$ cat config.mk
export PLATFORM = sky130hd
export DESIGN_NAME = alu_flag_branch
export DESIGN_NICKNAME = d
export VERILOG_FILES = /design/src/rtl/alu_flag_branch.sv
export SDC_FILE = /design/constraint.sdc
export NUM_CORES = 1
export LEC_CHECK = 0
export ABC_AREA = 1
export BUFFER_PORTS_ARGS = -buffer_cell sky130_fd_sc_hd__clkbuf_2
export CAP_MARGIN = 30
export CELL_PAD_IN_SITES_DETAIL_PLACEMENT = 1
export CELL_PAD_IN_SITES_GLOBAL_PLACEMENT = 1
export CORE_UTILIZATION = 33
export CTS_CLUSTER_DIAMETER = 60
export DETAILED_ROUTE_END_ITERATION = 16
export PLACE_DENSITY_LB_ADDON = 0.1
export SLEW_MARGIN = 15
export SYNTH_ARGS = -nofsm -noshare
export SYNTH_HDL_FRONTEND = slang
export SYNTH_SLANG_ARGS = --single-unit
$ cat constraint.sdc
create_clock -name clk -period 4.38 [get_ports clk]
set_clock_uncertainty 0.05 [all_clocks]
set_input_delay 0.219 -clock clk [delete_from_list [all_inputs] [get_ports clk]]
set_output_delay 0.219 -clock clk [all_outputs]
set_load 0.02 [all_outputs]
$ cat src/rtl/alu_flag_branch.sv
// Flag register commit and conditional branch resolve between ALU and fetch.
// Optional saturating branch statistics built when FLAG_STATS_EN is defined.
module alu_flag_branch #(
  parameter int PC_W         = 32,
  parameter int FLUSH_CYCLES = 2,
  parameter int CNT_W        = 16
) (
  input  logic             clk,
  input  logic             reset_n,
  input  logic             res_valid,
  output logic             res_ready,
  input  logic             alu_carry,
  input  logic             alu_zero,
  input  logic             alu_msb,
  input  logic             alu_ovf,
  input  logic             set_flags,
  input  logic [3:0]       br_op,
  input  logic [PC_W-1:0]  br_target,
  output logic [3:0]       flags,
  output logic             redirect_valid,
  input  logic             redirect_ready,
  output logic [PC_W-1:0]  redirect_pc,
  output logic             flush,
  output logic             illegal_br,
  output logic [CNT_W-1:0] stat_taken,
  output logic [CNT_W-1:0] stat_ntaken
);

  typedef enum logic [1:0] {
    S_IDLE,
    S_REDIR,
    S_FLUSH
  } state_t;

  state_t          state_q, state_d;
  logic [3:0]      flags_q, flags_d;
  logic [PC_W-1:0] pc_q, pc_d;
  logic [3:0]      cnt_q, cnt_d;
  logic            ill_q, ill_d;

  logic       accept;
  logic [3:0] new_f;
  logic [3:0] src;
  logic       taken;
  logic       is_cond;
  logic       illegal;

  assign accept = res_valid & res_ready;
  assign new_f  = {alu_carry, alu_zero,
                   alu_msb, alu_ovf};
  // bypass so a flag-setting op can branch on its own flags
  assign src    = set_flags ? new_f : flags_q;

  always_comb begin
    taken   = 1'b0;
    is_cond = 1'b0;
    illegal = 1'b0;
    case (br_op)
      4'b0000: ;
      4'b0001: taken = 1'b1;
      4'b0010: begin is_cond = 1'b1; taken =  src[2]; end
      4'b0011: begin is_cond = 1'b1; taken = ~src[2]; end
      4'b0100: begin is_cond = 1'b1; taken =  src[3]; end
      4'b0101: begin is_cond = 1'b1; taken = ~src[3]; end
      4'b0110: begin is_cond = 1'b1; taken =  src[1]; end
      4'b0111: begin is_cond = 1'b1; taken = ~src[1]; end
      4'b1000: begin is_cond = 1'b1; taken =  src[0]; end
      4'b1001: begin is_cond = 1'b1; taken = ~src[0]; end
      default: illegal = 1'b1;
    endcase
  end

  always_ff @(posedge clk or negedge reset_n) begin
    if (!reset_n) begin
      state_q <= S_IDLE;
      flags_q <= '0;
      pc_q    <= '0;
      cnt_q   <= '0;
      ill_q   <= 1'b0;
    end else begin
      state_q <= state_d;
      flags_q <= flags_d;
      pc_q    <= pc_d;
      cnt_q   <= cnt_d;
      ill_q   <= ill_d;
    end
  end

  always_comb begin
    state_d = state_q;
    cnt_d   = cnt_q;
    case (state_q)
      S_IDLE: begin
        if (accept && taken) state_d = S_REDIR;
      end
      S_REDIR: begin
        if (redirect_ready) begin
          state_d = S_FLUSH;
          cnt_d   = 4'(FLUSH_CYCLES - 1);
        end
      end
      S_FLUSH: begin
        if (cnt_q == 4'd0) state_d = S_IDLE;
        else cnt_d = cnt_q - 4'd1;
      end
      default: state_d = S_IDLE;
    endcase
  end

  always_comb begin
    flags_d = flags_q;
    pc_d    = pc_q;
    if (accept && set_flags) flags_d = new_f;
    if (accept && taken) pc_d = br_target;
    ill_d = accept & illegal;
  end

  always_comb begin
    res_ready      = reset_n & (state_q == S_IDLE);
    redirect_valid = (state_q == S_REDIR);
    flush          = (state_q == S_FLUSH);
    redirect_pc    = pc_q;
    flags          = flags_q;
    illegal_br     = ill_q;
  end

`ifdef FLAG_STATS_EN
  logic [CNT_W-1:0] tk_q, tk_d;
  logic [CNT_W-1:0] nt_q, nt_d;
  localparam logic [CNT_W-1:0] ONE = CNT_W'(1);

  always_ff @(posedge clk or negedge reset_n) begin
    if (!reset_n) begin
      tk_q <= '0;
      nt_q <= '0;
    end else begin
      tk_q <= tk_d;
      nt_q <= nt_d;
    end
  end

  always_comb begin
    tk_d = tk_q;
    nt_d = nt_q;
    if (accept && taken && (tk_q != '1))
      tk_d = tk_q + ONE;
    if (accept && is_cond && !taken && (nt_q != '1))
      nt_d = nt_q + ONE;
  end

  assign stat_taken  = tk_q;
  assign stat_ntaken = nt_q;
`else
  assign stat_taken  = '0;
  assign stat_ntaken = '0;
`endif

endmodule

---- Yosys cells after proc, flatten, opt, wreduce, memory -nomap -nowiden ----
Index checks and enable logic that the tools add are counted.
cells by class
  $add $sub $neg .......................... 1
  multipliers ............................. 0
  muxes and demuxes ....................... 10
  bitwise operators ....................... 7
  shifts and indexed selects .............. 0
  eq/ne operators ......................... 15
  magnitude comparators ................... 0
  divide/modulo/power cells ............... 0
  reduce and logical (&&, ||, !) cells .... 9
operators by type and width
  kind                 number
  $eq 4x3->1 const B   4
  $mux 4               3
  $reduce_or 10->1     1
  $pmux 1 s9           1
  $eq 4x2->1 const B   2
  $eq 4x4->1 const B   2
  $logic_not 4->1      2
  $pmux 4 s2           1
  $mux 2               3
  $pmux 2 s3           1
  $reduce_and 3->1     2
  $eq 4x1->1 const B   1
  $ne 2x1->1 const B   2
  $ne 2x2->1 const B   2
  $not 1->1            4
  $sub 4x1->4 const B  1
  $and 1x1->1          3
  $eq 2x1->1 const B   1
  $eq 2x2->1 const B   1
  $logic_and 1x1->1    2
  $logic_not 2->1      1
  $reduce_bool 2->1    1
  $mux 1               1
storage, ports and cells
  memories kept ........................... 0
  register bits ........................... 43
  bits in writable memories ............... 0
  ROM bits ................................ 0
  output and inout port bits .............. 72
  input port bits ......................... 45
  word-level logic and storage cells ...... 47
  latch bits .............................. 0

---- Logic depth before layout (Yosys ltp) ----
  word-level depth ........................ 6
  gate-level depth with buffers ........... 12
  mapped depth without buffers ............ 10

---- Worst setup path before layout ----
No wires, ideal clock.
  path kind ............................... register -> register
  start ................................... register state_q[0]
  end ..................................... register flags_q[1] (netlist: flags[1])
  stages on the path, launching flop included .. 6
  setup time .............................. 128 ps
  data arrival time ....................... 1483 ps
  buffers on the path ..................... 0
  clock period less this slack ............ 1660 ps
  setup slack ............................. 2720 ps
  required time ........................... 4202 ps
  cells stage by stage .................... dfrtp_1 > nor3b_2 > nand2_1 > inv_2 > nand2_1 > mux2_1
on the way
  word-level cells in the longest chain between the ends .. 4
RTL lines
  element                   line  text
  start: declaration        35    state_t state_q, state_d;
  start signal: assignment  81    state_q <= state_d;
  $logic_not 2->1           119   res_ready = reset_n & (state_q == S_IDLE);
  $and 1x1->1               119
  net res_ready             11    output logic res_ready,
  $and 1x1->1               48    assign accept = res_valid & res_ready;
  $logic_and 1x1->1         113   if (accept && set_flags) flags_d = new_f;
  end signal: assignment    82    flags_q <= flags_d;
  end: declaration          36    logic [3:0] flags_q, flags_d;
The timed path passes the listed nets, and every way through them passes these cells.
A chain may end at the register's enable or synchronous reset.

---- Worst setup path after layout ----
  start ................................... input reset_n
  end ..................................... register flags_q[1] (netlist: flags[1])
on the way
  word-level cells in the longest chain between the ends .. 3
RTL lines
  element             line  text
  start: declaration  9     input logic reset_n,
  $and 1x1->1         119
  $and 1x1->1         48
  $logic_and 1x1->1   113
No other way between the ends.

==> qor.txt <==
YS warnings - 0
initial antenna violation count - 0
share of layout cells above drive strength 1 - 27.8%
Hold Path Sink - state_q[0]$_DFFE_PN0P_
Most used DFF post-synth - dfrtp_1
Worst Hold Depth - 2
Synth Area per Inst - 8.18 um2
startpoint type of the worst setup path - input port
vias in the first global route - 1860
I/O Buffers - 84
htree depth - 2
Post-DRT Antenna Nets - 0
total gr overflow - 0
first-pass GRT wire length - 9.00 mm
Reg-to-Reg Start - flags[1]$_DFFE_PN0P_
number of max-cap violations - 0
Yosys top cell area share - 48.9%
Post-synth top cells - nand2_1, dfrtp_1, nand3_1
register area share after synthesis - 48.9%
Starting DRT DRC Count - 68
post-DP HPWL - 3.92 mm
CTS tree - yes
critical path, cell by cell - dlygate4sd3_1 -> clkbuf_2 -> buf_4 -> nor3b_2 -> nand2_1 -> inv_2 -> nand2_1 -> mux2_1
Pwr per Cell Area - 641 nW/um2
fin crit share - 62.0%
Synth area leader - dfrtp_1
crit path max fanout - 44
Final Hold Fails - 0
max incr delay on CP - 0.52 ns
RSZ-0062 raised after global routing - no
Worst Setup End Kind - flop
CTS resizes - 0
slowest CP cell - dlygate4sd3_1
Num CTS Buffers - 5
reg2reg end - state_q[0]$_DFFE_PN0P_
initial core utilization - 34.5%
fin. max-slew vios - 0
nets - 397
critical path class - input port to flop
Worst-Skew Late Latency - 0.30 ns
CP required - 4.51 ns
ANT cells - 0
cell count after synthesis - 269
final WL - 5.40 mm
EDFF count, synth - 0
Area Growth Syn to Fin - 19.4%
Via density - 4.33
CTS sink count - 43
R2R Setup Slk - 2.10 ns
status - finished clean
die area - 7000 um2
Tot Pwr - 1.68 mW
clock transition at the registers of the reported paths - 0.08 ns
DR WL/cell - 12.6 um
most numerous cell in the Yosys netlist - nand2_1
Vias - 1858
final setup vio count - 0
worst hold-check path type - input port to flop
setup TNS - 0 ns
Layout fillers - 835
die height - 83.7 um
Clock Tree Root - clkbuf_8
CTS Buffer Depth - 2
row count - 29
width of the die - 83.7 um
Lkg Pwr - 1.58 nW
Yosys cell types - 26
peak supply drop - 292 uV
Setup Fix Bufs, Post-CTS - 0
Max Freq - 368 MHz
Final Critical Period - 2.71 ns
Synth async-reset ratio - 100%
GRT Overall Usage - 16.2%
largest net degree at the start of global routing - 45
Pre-Repair DR Iteration Count - 4
FF+latch count, synth - 43
crit path DAT - 2.85 ns
core area - 6390 um2
Hold Crit Start - redirect_ready
# IOs - 117
top post-synthesis cells by area - dfrtp_1, nand2_1, buf_4, nand3_1, inv_1
DRC - 0
Routability Congestion - 0.759
Slew headroom - 51.5%
cts hold-fix bufs - 1
R2R depth - 8
Post-Syn Area - 2200 um2
Most common cell on crit path - nand2_1
Worst Tran Pin Value - 0.726 ns
-- critical path: cells and delay by family --
family / cells / cell delay (ns)
muxes: 1 / 0.38
and+or+nand+nor: 3 / 0.68
buffers and inverters: 4 / 1.54
-- worst max-delay path by stage --
stage | startpoint | to | slack, ns
after CTS | reset_n | flags[1]$_DFFE_PN0P_ | 1.60
after global routing | reset_n | flags[1]$_DFFE_PN0P_ | 1.39
after global placement | reset_n | flags[2]$_DFFE_PN0P_ | 1.85
final | reset_n | flags[1]$_DFFE_PN0P_ | 1.67
after detailed placement | reset_n | flags[2]$_DFFE_PN0P_ | 1.82
after floorplan | state_q[0]$_DFFE_PN0P_ | flags[1]$_DFFE_PN0P_ | 2.72
-- layout make-up --
type	count	area [um2]	area share (%)
clock buffer	5	68.8	2.62
sequential	43	1080	41.0
clock inverter	3	15.0	0.571
multi-input combinational	197	866	33.0
inverter	18	67.6	2.57
timing repair buffer	86	438	16.7
tap	77	96.3	3.67
-- state kept, by name, summed over array words and instances (netlist names) --
signal and flops:
state_q 2, illegal_br 1, redirect_pc 32, flags 4, cnt_q 4
-- through the flow --
step | setup slack, ns | util, % | hold slack [ns] | instance area (um2) | cells
2_1_floorplan | 2.72 | - | -0.127 | 2320 | 300
3_3_place_gp | 1.85 | 39.7 | 0.293 | 2530 | 420
3_5_place_dp | 1.82 | 39.7 | 0.294 | 2530 | 420
4_1_cts | 1.60 | 41.1 | 0.0642 | 2630 | 429
5_1_grt | 1.39 | 41.1 | 0.0858 | 2630 | 429
6_report | 1.67 | 41.1 | 0.0647 | 2630 | 429
-- logic make-up (layout without fill, tap and decap cells) --
kind of cell / count (synthesis) / in the layout / share of synthesized area (%)
and+or+nand+nor: 150 / 150 / 28.9
buffers and inverters: 60 / 112 / 17.1
DFF: 43 / 43 / 48.9
AOI/OAI and AO/OA: 10 / 10 / 2.61
xor gates and xnor gates: 2 / 2 / 0.796
muxes: 2 / 2 / 1.02
adders and majority gates: 1 / 1 / 0.568
other: 1 / 32 / 0.170
-- cell usage in the layout (no fill, tap or decap), drive strengths merged --
cell type,netlist,final
ha,1,1
o31ai,1,1
buf,42,1
nand3,36,36
clkbuf,0,89
xor2,1,1
nand2,96,96
inv,18,18
a211oi,1,1
a21oi,3,3
nor2,15,15
clkinv,0,3
dlygate4sd3,0,1
nor3b,1,1
dfrtp,43,43
o211ai,1,1
xnor2,1,1
nand3b,1,1
conb,1,32
nand4,1,1
o21ai,4,4
mux2,2,2
-- power breakdown --
| group | leakage, nW | total, mW | internal [mW] | switching (mW) |
|---|---|---|---|---|
| logic | 0.997 | 0.741 | 0.234 | 0.507 |
| clock network | 0.0477 | 0.243 | 0.109 | 0.134 |
| registers | 0.537 | 0.700 | 0.581 | 0.119 |
-- layer usage --
| layer | vias up | share of wire (%) | routed length (um) | GRT usage, % |
|---|---|---|---|---|
| met5 | - | 0 | 0 | 0 |
| met4 | 0 | 1.2 | 66 | 5.08 |
| met3 | 5 | 5.6 | 304 | 4.45 |
| met2 | 69 | 47 | 2530 | 26.0 |
| met1 | 844 | 46 | 2500 | 21.1 |
| li1 | 940 | - | - | - |
(Power assumes the default switching activity.)
